File: src/rtl/ib_loader_if.sv
// ---------------------------------------------------------------------------
// ib_loader_if
// Bundles the ib_loader's control, byte-stream and instruction-memory write
// signals.
//   master : the load requester / byte source / memory observer
//   slave  : the loader itself
// Signals:
//   start, base_addr, num_words : load request (sampled by loader in IDLE)
//   byte_in, byte_valid         : byte stream in; byte_ready back-pressure out
//   mem_we, mem_addr, mem_wdata : instruction-memory write port
//   busy, fetch_stall, done     : status to the fetch path / requester
// ---------------------------------------------------------------------------
interface ib_loader_if #(
    parameter int unsigned AWIDTH = 6
);
    logic              start;
    logic [AWIDTH-1:0] base_addr;
    logic [AWIDTH:0]   num_words;
    logic [7:0]        byte_in;
    logic              byte_valid;
    logic              byte_ready;
    logic              mem_we;
    logic [AWIDTH-1:0] mem_addr;
    logic [31:0]       mem_wdata;
    logic              busy;
    logic              fetch_stall;
    logic              done;

    modport master (
        output start, base_addr, num_words, byte_in, byte_valid,
        input  byte_ready, mem_we, mem_addr, mem_wdata, busy, fetch_stall, done
    );

    modport slave (
        input  start, base_addr, num_words, byte_in, byte_valid,
        output byte_ready, mem_we, mem_addr, mem_wdata, busy, fetch_stall, done
    );
endinterface

File: src/rtl/ib_loader.sv
// ---------------------------------------------------------------------------
// ib_loader
// Instruction-memory loader. Packs a little-endian byte stream into 32-bit
// words and writes them to consecutive addresses (modulo 2^AWIDTH) starting
// at a programmable base. fetch_stall is held for the whole load.
// Ports:
//   clk   : rising-edge clock
//   rst_n : asynchronous active-low reset
//   bus   : ib_loader_if.slave (request, byte stream, memory write, status)
// ---------------------------------------------------------------------------
module ib_loader #(
    parameter int unsigned AWIDTH = 6
) (
    input  logic        clk,
    input  logic        rst_n,
    ib_loader_if.slave  bus
);

    typedef enum logic [1:0] {IDLE, COLLECT, WRITE, DONE} state_t;

    state_t            state_q,     state_d;
    logic [AWIDTH-1:0] addr_q,      addr_d;
    logic [AWIDTH:0]   remain_q,    remain_d;
    logic [1:0]        idx_q,       idx_d;
    logic [23:0]       word_q,      word_d;
    logic [AWIDTH-1:0] mem_addr_q,  mem_addr_d;
    logic [31:0]       mem_wdata_q, mem_wdata_d;

    localparam logic [AWIDTH:0] REMAIN_ONE = {{AWIDTH{1'b0}}, 1'b1};

    always_ff @(posedge clk or negedge rst_n) begin
        if (!rst_n) begin
            state_q     <= IDLE;
            addr_q      <= '0;
            remain_q    <= '0;
            idx_q       <= '0;
            word_q      <= '0;
            mem_addr_q  <= '0;
            mem_wdata_q <= '0;
        end else begin
            state_q     <= state_d;
            addr_q      <= addr_d;
            remain_q    <= remain_d;
            idx_q       <= idx_d;
            word_q      <= word_d;
            mem_addr_q  <= mem_addr_d;
            mem_wdata_q <= mem_wdata_d;
        end
    end

    always_comb begin
        state_d     = state_q;
        addr_d      = addr_q;
        remain_d    = remain_q;
        idx_d       = idx_q;
        word_d      = word_q;
        mem_addr_d  = mem_addr_q;
        mem_wdata_d = mem_wdata_q;

        unique case (state_q)
            IDLE: begin
                if (bus.start) begin
                    addr_d   = bus.base_addr;
                    remain_d = bus.num_words;
                    idx_d    = '0;
                    state_d  = (bus.num_words == '0) ? DONE : COLLECT;
                end
            end
            COLLECT: begin
                if (bus.byte_valid) begin
                    if (idx_q == 2'd3) begin
                        // Final byte goes straight into the write register
                        // together with the three stored bytes, so the
                        // memory port is loaded on entry to WRITE and then
                        // simply holds until the next word.
                        mem_wdata_d = {bus.byte_in, word_q};
                        mem_addr_d  = addr_q;
                        state_d     = WRITE;
                    end else begin
                        word_d[8*idx_q +: 8] = bus.byte_in;
                        idx_d                = idx_q + 2'd1;
                    end
                end
            end
            WRITE: begin
                addr_d   = addr_q + 1'b1;
                remain_d = remain_q - 1'b1;
                idx_d    = '0;
                state_d  = (remain_q == REMAIN_ONE) ? DONE : COLLECT;
            end
            DONE: begin
                state_d = IDLE;
            end
            default: begin
                state_d = IDLE;
            end
        endcase
    end

    // All status outputs decode from the state register only.
    assign bus.byte_ready  = (state_q == COLLECT);
    assign bus.mem_we      = (state_q == WRITE);
    assign bus.busy        = (state_q != IDLE);
    assign bus.fetch_stall = (state_q != IDLE);
    assign bus.done        = (state_q == DONE);
    assign bus.mem_addr    = mem_addr_q;
    assign bus.mem_wdata   = mem_wdata_q;

endmodule

File: src/flat_wrapper.sv
// flat-port wrapper written by rule: the top's interface ports become plain ports
module ib_loader_flat 
#(
    parameter int unsigned AWIDTH = 6
)
  (clk, rst_n, bus_start, bus_base_addr, bus_num_words, bus_byte_in, bus_byte_valid, bus_byte_ready, bus_mem_we, bus_mem_addr, bus_mem_wdata, bus_busy, bus_fetch_stall, bus_done);
  ib_loader_if #(.AWIDTH(AWIDTH)) bus_i ();
  input  logic clk;
  input  logic rst_n;
  input wire logic [$bits(bus_i.start)-1:0] bus_start;
  input wire logic [$bits(bus_i.base_addr)-1:0] bus_base_addr;
  input wire logic [$bits(bus_i.num_words)-1:0] bus_num_words;
  input wire logic [$bits(bus_i.byte_in)-1:0] bus_byte_in;
  input wire logic [$bits(bus_i.byte_valid)-1:0] bus_byte_valid;
  output wire logic [$bits(bus_i.byte_ready)-1:0] bus_byte_ready;
  output wire logic [$bits(bus_i.mem_we)-1:0] bus_mem_we;
  output wire logic [$bits(bus_i.mem_addr)-1:0] bus_mem_addr;
  output wire logic [$bits(bus_i.mem_wdata)-1:0] bus_mem_wdata;
  output wire logic [$bits(bus_i.busy)-1:0] bus_busy;
  output wire logic [$bits(bus_i.fetch_stall)-1:0] bus_fetch_stall;
  output wire logic [$bits(bus_i.done)-1:0] bus_done;
  assign bus_i.start = bus_start;
  assign bus_i.base_addr = bus_base_addr;
  assign bus_i.num_words = bus_num_words;
  assign bus_i.byte_in = bus_byte_in;
  assign bus_i.byte_valid = bus_byte_valid;
  assign bus_byte_ready = bus_i.byte_ready;
  assign bus_mem_we = bus_i.mem_we;
  assign bus_mem_addr = bus_i.mem_addr;
  assign bus_mem_wdata = bus_i.mem_wdata;
  assign bus_busy = bus_i.busy;
  assign bus_fetch_stall = bus_i.fetch_stall;
  assign bus_done = bus_i.done;
  ib_loader #(.AWIDTH(AWIDTH)) u_core (.clk(clk), .rst_n(rst_n), .bus(bus_i));
endmodule
File: config.mk
export PLATFORM = sky130hd
export DESIGN_NAME = ib_loader_flat
export DESIGN_NICKNAME = d
export VERILOG_FILES = /design/src/rtl/ib_loader_if.sv /design/src/rtl/ib_loader.sv /design/src/flat_wrapper.sv
export SDC_FILE = /design/constraint.sdc
export NUM_CORES = 1
export LEC_CHECK = 0
export BUFFER_PORTS_ARGS = -buffer_cell sky130_fd_sc_hd__clkbuf_2
export CORE_UTILIZATION = 36
export CTS_CLUSTER_SIZE = 12
export DETAILED_ROUTE_END_ITERATION = 10
export PLACE_DENSITY = 0.53
export SLEW_MARGIN = 20
export SYNTH_ARGS = -nofsm -noshare
export SYNTH_HDL_FRONTEND = slang
export SYNTH_SLANG_ARGS = --single-unit
File: constraint.sdc
create_clock -name clk -period 2.2 [get_ports clk]
set_input_delay 0 -clock clk [delete_from_list [all_inputs] [get_ports clk]]
set_output_delay 0 -clock clk [all_outputs]
set_load 0.01 [all_outputs]
==> results of run 1 <==
## cells in the mapped netlist (5+ instances only)
cell type / number / area, µm²
dfrtp_1: 79 / 1977
nand2_1: 47 / 176.4
o21ai_0: 22 / 110.1
mux2_4: 20 / 300.3
mux2_2: 18 / 202.7
a21oi_1: 14 / 70.07
o22ai_1: 12 / 75.07
nand3_1: 10 / 50.05
inv_1: 9 / 33.78
nor2_1: 9 / 33.78
ha_1: 8 / 100.1
a22o_1: 7 / 61.31
clkbuf_1: 6 / 22.52
a31oi_1: 5 / 31.28
## worst max-delay path, stage by stage (launching register included)
cell and delay [ns]:
dfrtp_1 0.46, inv_1 0.14, ha_1 0.30, inv_1 0.07, or3_1 0.41, nor3_4 0.26
a22o_1 0.18
## power by group through the flow
stage                     Sequential [mW]  Combinational [mW]  Clock, mW
final                                2.14                1.73       1.22
after detailed placement             2.17                1.72          0
after floorplan                      2.16                1.15          0
after global routing                 2.20                1.95       1.31
after global placement               2.16                1.69          0
after CTS                            2.14                1.75       1.25
## final cells by class
| class | instances | area (µm²) | area share, % |
|---|---|---|---|
| clock buffer | 10 | 137.6 | 3.053 |
| clock inverter | 6 | 90.09 | 1.998 |
| inverter | 10 | 37.54 | 0.8326 |
| multi-input combinational | 207 | 1494 | 33.14 |
| sequential | 79 | 1977 | 43.85 |
| tap | 133 | 166.4 | 3.691 |
| timing repair buffer | 93 | 605.6 | 13.43 |
## sequential cells by signal, indices dropped and copies added (netlist names)
signal                count
u_core.bus.mem_wdata     32
u_core.word_q            24
u_core.remain_q           7
u_core.addr_q             6
u_core.bus.mem_addr       6
u_core.idx_q              2
u_core.state_q            2
## metal layers
layer,global-route usage (%),wire (µm),vias up
met3,3.175,197,9
met4,6.243,102,0
met1,23.98,3965,1310
met2,24.27,3625,45
li1,-,-,1285
met5,0,0,-
## worst max path at each step
| stage | end | startpoint | slack, ns | cells after the start |
|---|---|---|---|---|
| after detailed placement | u_core.word_q[15]$_DFFE_PN0P_ | u_core.idx_q[0]$_DFFE_PN0P_ | 0.34 | 6 |
| after global routing | u_core.word_q[13]$_DFFE_PN0P_ | u_core.idx_q[0]$_DFFE_PN0P_ | 0.19 | 6 |
| after CTS | u_core.word_q[8]$_DFFE_PN0P_ | u_core.idx_q[0]$_DFFE_PN0P_ | 0.32 | 6 |
| after global placement | u_core.word_q[10]$_DFFE_PN0P_ | u_core.idx_q[0]$_DFFE_PN0P_ | 0.41 | 6 |
| final | u_core.word_q[8]$_DFFE_PN0P_ | u_core.idx_q[0]$_DFFE_PN0P_ | 0.32 | 6 |
| after floorplan | u_core.word_q[10]$_DFFE_PN0P_ | u_core.idx_q[0]$_DFFE_PN0P_ | 0.51 | 6 |
## kinds of logic after synthesis
kind of cell,after synthesis
AOI/OAI and AO/OA,67
xor gates and xnor gates,1
adders and majority gates,8
buffers and inverters,24
DFF,79
muxes,41
and+or+nand+nor,90
## stage by stage
| stage | area, µm² | power, mW | hold WS [ns] | setup WS (ns) | instances |
|---|---|---|---|---|---|
| 5_1_grt | 4508 | 5.461 | 0.006256 | 0.1861 | 538 |
| 3_5_place_dp | 4090 | 3.884 | -0.01850 | 0.3358 | 503 |
| 6_report | 4508 | 5.090 | 0.01622 | 0.3234 | 538 |
| 3_3_place_gp | 4090 | 3.844 | -0.01566 | 0.4057 | 503 |
| 2_1_floorplan | 3586 | 3.314 | -0.2956 | 0.5126 | 310 |
| 4_1_cts | 4508 | 5.135 | 0.006967 | 0.3173 | 538 |
==> impl_metrics.yaml, run 1 <==
synth:
  syn-cell-area_um2: 3586
  synth_mux_area_share_pct: 14.86
  synth_top_family_by_area: "multiplexers"
  ys.flop_type: "dfrtp_1"
  netlist_instances: 310
  ys_seq_area_share_pct: 55.13
  avgSynthCellArea_um2: 11.57
  synth_edf_count: 0
  synth_simple_gate_area_share_pct: 12.35
  ys_seq_elements: 79
  synth_compound_area_share_pct: 11.27
  async_reset_ff_share_pct: 100.0
  ys_types: 40
  synth_fa_ha_area_share_pct: 2.791
  syn-num-nets: 343
  ys_warn_count: 0
  synthXorXnorAreaFrac_pct: 0.2442
critical_path:
  worstPathArrival_ns: 2.15
  worstRegToRegCells: 6
  crit_fanout: 7
  crit_type: "reg -> reg"
  worst_setup_path_end_kind: "flop"
  r2r-start: "u_core.idx_q[0]$_DFFE_PN0P_"
  critPathLaunchType: "flop"
  cp.required_ns: 2.48
  r2r_slack_ns: 0.32
  regToRegEndpoint: "u_core.word_q[8]$_DFFE_PN0P_"
floorplanning:
  rows: 36
  die_x_um: 101.8
  die_h_um: 101.8
  dieArea_um2: 10360
  ios: 68
  core_um2: 9729
  initial_core_util_pct: 36.86
cts:
  cts.clk_slew.worst_paths_ns: 0.08
  cts.repair.resized: 0
  worstSkewPairLatency_ns: 0.34
  cts_tree: "done"
  cts_buffers: 9
  htree_levels: 3
  cts_root_buf: "clkbuf_8"
  cts.sinks: 79
  cts_setup_buffers: 0
  cts_buffer_depth: 2
  cts_hold_buf: 19
global_routing:
  grt_pass1_wl_mm: 13.03
  grt_max_degree: 47
  grt_pass1_vias: 2475
  grt_usage_pct: 16.50
  grt_antenna_before_repair: 0
  grt-ovfl-total: 0
pwr:
  power_switching_mw: 1.818
  p_leak_nw: 2.257
  p_sw_share_pct: 35.72
  power.share.clock_pct: 24.0
  internal-power_mw: 3.272
  pwr-share-comb_pct: 33.9
  powerDensity_nw_per_um2: 1129
  vdd_drop_max_v: 0.0004792
  pwr-share-seq_pct: 42.1
timing:
  fin_setup_tns_ns: 0
  slew_headroom_pct: 69.94
  clock_skew_ns: 0.01737
  setup_viol: 0
  finalHoldViolCount: 0
  period_needed_ns: 1.877
  timing.fmax_mhz: 532.9
  rsz0062_at_grt: "no"
  worst_slew_pin_slew_ns: 0.4467
  min_period_over_period_pct: 85.30
  finalMaxSlewViolations: 0
detailed_routing:
  drt_pass1_iterations: 4
  wire_per_inst_um: 14.67
  drt-initial-drc-count: 118
  wirelength_mm: 7.890
  drc: 0
  ant_nets: 0
  via_count: 2649
  vias_per_cell: 4.924
flow_run:
  max-cap-violations: 0
cells_and_area:
  fill_cells: 946
  diodes: 0
  layout_common_cells: "dfrtp_1 (79), clkbuf_2 (66), nand2_1 (47), o21ai_0 (22), mux2_4 (20)"
  layout.cells.most_common: "dfrtp_1"
  fin_nets: 433
  syn2layout_area_growth_pct: 25.72
  drive_gt1_share_pct: 33.33
  final_util_pct: 46.33
hold_path:
  whs_endpoint: "u_core.state_q[1]$_DFFE_PN0P_"
  hp-class: "in -> reg"
  worstHoldStart: "bus_num_words[2]"
  holdPathStages: 4
placed_design:
  gp_congestion: 0.8385
  portBuffers: 67
  hpwl_mm: 5.431
outcome:
  outcome: "finished clean"
Note: power is estimated with default switching activity, not from simulation.
==> inputs of run 2 (changes only) <==
CORE_UTILIZATION = 30   (was 36)
PLACE_DENSITY = 0.45   (was 0.53)
==> run 2 against run 1 <==
Compared with the run above:
- the run now ends with design-rule violations left
- via count down 0.34%
- design area increased by 2.0%
- wire length increased by 5.7%
- critical endpoint is now u_core.word_q[11]$_DFFE_PN0P_
- non-clock buffer count increased by 3
- first-iteration DRC count is 11% lower
==> impl_metrics.yaml, run 2 (synthesis results as in run 1) <==
outcome:
  outcome: "finished, violations left"
  violations: "design-rule violations"
critical_path:
  critical_path_depth: 6
  crit_path_frequent_cell: "inv_1"
  path_delay_family: "simple AND/OR/NAND/NOR gates"
  path_cells: "inv_1 -> ha_1 -> inv_1 -> or3_1 -> nor3_4 -> a22o_1"
  cp.required_ns: 2.48
  cpPeakStageDelay_ns: 0.44
  slowest_stage: "dfrtp_1"
  crit_type: "reg -> reg"
  worstPathArrival_ns: 2.14
  critPathLaunchType: "flop"
  worst_setup_path_end_kind: "flop"
  crit_fanout: 7
  critPathBufInv: 2
  worstRegToRegCells: 6
timing:
  rsz0062_at_grt: "no"
  fin_setup_tns_ns: 0
  finalMaxSlewViolations: 0
  worst_slew_pin_slew_ns: 0.5238
  finalHoldViolCount: 0
  setup_viol: 0
  slew_headroom_pct: 65.08
  period_needed_ns: 1.862
  timing.fmax_mhz: 537.0
  finalWorstSetupSlack_ns: 0.3378
  min_period_over_period_pct: 84.64
  clock_skew_ns: 0.004850
cells_and_area:
  layout_common_cells: "dfrtp_1 (79), clkbuf_2 (66), nand2_1 (47), o21ai_0 (22)"
  diodes: 0
  layout.cells.most_common: "dfrtp_1"
  syn2layout_area_growth_pct: 28.23
  final_util_pct: 39.93
  drive_gt1_share_pct: 33.25
  largest_reg_flops: 32
  fill_cells: 1126
  fin_nets: 436
floorplanning:
  dieArea_um2: 12390
  die_x_um: 111.3
  rows: 39
  die_h_um: 111.3
  ios: 68
  core_um2: 11520
  initial_core_util_pct: 31.14
cts:
  htree_levels: 3
  cts_setup_buffers: 0
  cts_root_buf: "clkbuf_16"
  worstSkewPairLatency_ns: 0.34
  cts_tree: "done"
  cts_hold_buf: 20
  cts.sinks: 79
  cts.repair.resized: 0
  cts.clk_slew.worst_paths_ns: 0.06
  cts_buffers: 9
  cts_buffer_depth: 2
hold_path:
  holdPathStages: 4
  hp-class: "in -> reg"
detailed_routing:
  wire_per_inst_um: 15.19
  drc: 4
  drt-initial-drc-count: 105
  ant_nets: 0
  via_count: 2640
  wirelength_mm: 8.342
  drt_pass1_iterations: 7
  vias_per_cell: 4.809
placed_design:
  hpwl_mm: 5.879
  dp_slack_ns: 0.3465
  portBuffers: 67
  gp_congestion: 0.7703
pwr:
  vdd_drop_max_v: 0.0004488
  power.total_mw: 5.416
  powerDensity_nw_per_um2: 1178
  p_leak_nw: 2.297
global_routing:
  grt_max_degree: 39
  grt-ovfl-total: 0
  grt_usage_pct: 14.87
  grt_antenna_before_repair: 0
  grt_pass1_vias: 2703
  grt_pass1_wl_mm: 14.08
flow_run:
  max-cap-violations: 0
run 2: cell types whose count changed in the layout (fill, tap and decap cells not counted), moves of 2 or more:
cell	delta
buf_12	-2
buf_4	+4
clkbuf_16	+9
clkbuf_8	-7
run 2: tightest hold or removal path: cells and delay by family:
family / cells / cell delay [ns]
simple gates: 2 / 0.14
buf+inv: 1 / 0.10
compound gates: 1 / 0.07
run 2: cell type report:
| cell class | count | area [µm²] | area share (%) |
|---|---|---|---|
| clock buffer | 12 | 266.5 | 5.796 |
| inverter | 10 | 37.54 | 0.8163 |
| multi-input combinational | 207 | 1494 | 32.49 |
| sequential | 79 | 1977 | 42.99 |
| timing repair buffer | 96 | 605.6 | 13.17 |
| tap | 143 | 178.9 | 3.891 |
| clock inverter | 2 | 38.79 | 0.8435 |
run 2: power breakdown:
part           internal, mW  switching (mW)
Sequential             1.82           0.324
Clock                 0.963           0.577
Combinational         0.780           0.954
Total                  3.56            1.86
run 2: stage by stage:
step | instances | instance area [µm²] | hold WS, ns
after CTS | 549 | 4598 | 0.009157
after detailed placement | 515 | 4093 | 0.01610
after global routing | 549 | 4598 | 0.03145
after global placement | 515 | 4093 | 0.01300
after floorplan | 310 | 3586 | -0.2956
final | 549 | 4598 | 0.02206
run 2: worst paths after layout:
path / from / end / slack [ns]
worst max-delay path: u_core.idx_q[0]$_DFFE_PN0P_ / u_core.word_q[11]$_DFFE_PN0P_ / 0.34
worst min-delay path: bus_num_words[5] / u_core.state_q[1]$_DFFE_PN0P_ / 0.02
max in group asynchronous: rst_n / u_core.bus.mem_wdata[7]$_DFFE_PN0P_ / 1.34
worst max register to register: u_core.idx_q[0]$_DFFE_PN0P_ / u_core.word_q[11]$_DFFE_PN0P_ / 0.34
min in group asynchronous: rst_n / u_core.bus.mem_wdata[24]$_DFFE_PN0P_ / 0.18
worst min register to register: u_core.word_q[23]$_DFFE_PN0P_ / u_core.word_q[23]$_DFFE_PN0P_ / 0.48
run 2: metal layers:
layer / global-route usage (%) / wire (µm)
met1: 19.60 / 4005
met2: 22.50 / 3761
met3: 5.280 / 447
met4: 5.405 / 127
met5: 0 / 0
==> inputs of run 3 (changes only) <==
ABC_AREA = 1   (was default)
PLACE_DENSITY = 0.47   (was 0.45)
clock period = 1.7 ns   (was 2.2 ns; I/O delays follow)
==> run 3 against run 2 <==
Compared with the run above:
- the flow finishes with violations (negative hold slack)
- combinational power rose by 55%
- die area increased by 4.5%
- wire length down 0.85%
- sequential power is 37% higher
- via count rose by 14%
- design area rose by 3.3%
- clock skew increased by 0.00074 ns
- worst setup slack lost 0.13 ns
- core utilization shrank 0.70 points
- clock-buffer cell count unchanged
- critical endpoint is now u_core.word_q[4]$_DFFE_PN0P_
- largest cell class unchanged
==> impl_metrics.yaml, run 3 <==
cells_and_area:
  layout.cells.most_common: "nand2_1"
  final_cell_count_no_fill: 706
  layout_common_cells: "nand2_1 (129), dfrtp_1 (79), clkbuf_2 (66), inv_1 (60), nor2_1 (36)"
  syn2layout_area_growth_pct: 26.65
  largest_reg_flops: 32
  fin_nets: 567
  drive_gt1_share_pct: 22.86
  diodes: 0
  final_util_pct: 39.23
  design_area_um2: 4751
synth:
  ys_seq_area_share_pct: 52.70
  synth_simple_gate_area_share_pct: 22.78
  yosysMostFrequentCell: "nand2_1"
  synth_mux_area_share_pct: 0
  synthXorXnorAreaFrac_pct: 0.7005
  yosysTopAreaCellShare_pct: 52.70
  syn-cell-area_um2: 3751
  synth_top_area_cell: "dfrtp_1"
  ys_seq_elements: 79
  ys_types: 29
  async_reset_ff_share_pct: 100.0
  synth_fa_ha_area_share_pct: 2.668
  synth_area_leaders: "dfrtp_1 (53%), nand2_1 (13%), inv_1 (6.0%), o21ai_2 (4.2%), nor2_1 (3.6%)"
  syn-num-nets: 476
  avgSynthCellArea_um2: 8.467
  ys_warn_count: 0
  yosys-top-cells-count: "nand2_1 (129), dfrtp_1 (79), inv_1 (60), nor2_1 (36), nand3_1 (23)"
  synth_top_family_by_area: "simple AND/OR/NAND/NOR gates"
  netlist_instances: 443
  synth_edf_count: 0
  synth_compound_area_share_pct: 11.71
  ys.flop_type: "dfrtp_1"
global_routing:
  grt_pass1_vias: 2895
  grt_usage_pct: 14.16
  grt-ovfl-total: 0
  grt_antenna_before_repair: 0
  grt_pass1_wl_mm: 14.01
  grt_max_degree: 77
cts:
  worstSkewPairLatency_ns: 0.34
  cts_buffer_depth: 2
  cts.sinks: 79
  htree_levels: 3
  cts_buffers: 9
  cts.clk_slew.worst_paths_ns: 0.06
  cts_root_buf: "clkbuf_16"
  cts_tree: "done"
timing:
  setup_viol: 0
  fin_setup_tns_ns: 0
  hold_slack_ns: -0.0004189
  finalWorstSetupSlack_ns: 0.2088
  period_needed_ns: 1.491
  min_period_over_period_pct: 87.72
  finalHoldViolCount: 1
  timing.fmax_mhz: 670.6
  rsz0062_at_grt: "no"
  clock_skew_ns: 0.005585
  slew_headroom_pct: 65.96
  worst_slew_pin_slew_ns: 0.5106
  finalMaxSlewViolations: 0
detailed_routing:
  drc: 0
  drt_pass1_iterations: 4
  via_count: 3014
  drt-initial-drc-count: 192
  wire_per_inst_um: 11.72
  wirelength_mm: 8.271
  ant_nets: 0
  vias_per_cell: 4.269
critical_path:
  cpPeakStageDelay_ns: 0.41
  startpoint: "u_core.idx_q[0]$_DFFE_PN0P_"
  worst_setup_path_end_kind: "flop"
  worstPathArrival_ns: 1.75
  crit_fanout: 8
  cp.required_ns: 1.95
  crit_type: "reg -> reg"
  slowest_stage: "dfrtp_1"
  path_cells: "inv_1 -> ha_4 -> inv_1 -> nand4_1 -> buf_4 -> nor2_1 -> nand2_1 -> o21ai_0"
  path_delay_family: "buffers and inverters"
  critPathLaunchType: "flop"
  critPathBufInv: 3
  crit_path_frequent_cell: "inv_1"
  r2r-start: "u_core.idx_q[0]$_DFFE_PN0P_"
floorplanning:
  initial_core_util_pct: 30.97
  rows: 40
  die_h_um: 113.8
  die_x_um: 113.8
  ios: 68
  dieArea_um2: 12960
  core_um2: 12110
flow_run:
  max-cap-violations: 0
hold_path:
  hp-class: "in -> reg"
  worstHoldStart: "bus_byte_in[6]"
pwr:
  pwr-share-comb_pct: 36.1
  power.share.clock_pct: 24.5
  vdd_drop_max_v: 0.0005631
  p_sw_share_pct: 37.52
  internal-power_mw: 4.650
  pwr-share-seq_pct: 39.3
  power_switching_mw: 2.792
  powerDensity_nw_per_um2: 1567
  power.total_mw: 7.443
  p_leak_nw: 2.383
outcome:
  outcome: "finished, violations left"
  violations: "negative hold slack"
placed_design:
  portBuffers: 67
  placed_area_um2: 4267
  hpwl_mm: 5.881
  gp_congestion: 0.7573
  dp_cells: 672
  dp_slack_ns: 0.04033
[run 3: layout make-up]
class / instances / area, µm²
inverters: 63 / 236.5
clock inverters: 3 / 17.52
multi-input cells: 287 / 1433
flip-flops and latches: 79 / 1977
clock buffers: 12 / 266.5
repair buffers: 94 / 610.6
fillers: 1292 / 7361
well taps: 168 / 210.2
[run 3: kinds of logic after synthesis]
family                   count (synthesis)
adder cells (fa/ha/maj)                  8
flip-flops                              79
XOR/XNOR                                 3
buffers and inverters                   77
AO/OA/AOI/OAI                           72
AND/OR/NAND/NOR                        204
[run 3: worst paths after layout]
kind / slack (ns) / depth (start not counted) / endpoint
max in group asynchronous: 0.92 / 3 / u_core.word_q[12]$_DFFE_PN0P_
max: 0.21 / 8 / u_core.word_q[4]$_DFFE_PN0P_
min: -0.0004 / 3 / u_core.bus.mem_wdata[30]$_DFFE_PN0P_
min in group asynchronous: 0.18 / 2 / u_core.bus.mem_wdata[1]$_DFFE_PN0P_
min reg2reg: 0.48 / 2 / u_core.bus.mem_wdata[14]$_DFFE_PN0P_
max reg2reg: 0.21 / 8 / u_core.word_q[4]$_DFFE_PN0P_
[run 3: worst reg2reg max path, stage by stage (launching register included)]
cell and delay (ns):
dfrtp_1 0.41, inv_1 0.19, ha_4 0.24, inv_1 0.08, nand4_1 0.09, buf_4 0.17
nor2_1 0.09, nand2_1 0.05, o21ai_0 0.08
[run 3: layer usage]
layer	up-vias	track usage, %	wire [µm]
li1	1577	-	-
met2	64	21.18	3596
met1	1357	19.69	4210
met5	-	0	0
met4	0	7.013	175
met3	16	2.604	289
[run 3: repair_timing]
item                       CTS  global route
hold buffers                18             0
hold endpoints to repair    53             0
gates resized for setup      0             1
setup endpoints to repair    0             8
buffers inserted             0             1
[run 3: power groups by stage]
| stage | registers (mW) | logic (mW) | clock network (mW) |
|---|---|---|---|
| global placement | 2.95 | 2.63 | 0 |
| global route | 3.02 | 3.11 | 1.96 |
| CTS | 2.94 | 2.69 | 1.90 |
| finish | 2.93 | 2.69 | 1.83 |
| detailed placement | 2.96 | 2.65 | 0 |
| floorplan | 3.02 | 1.70 | 0 |
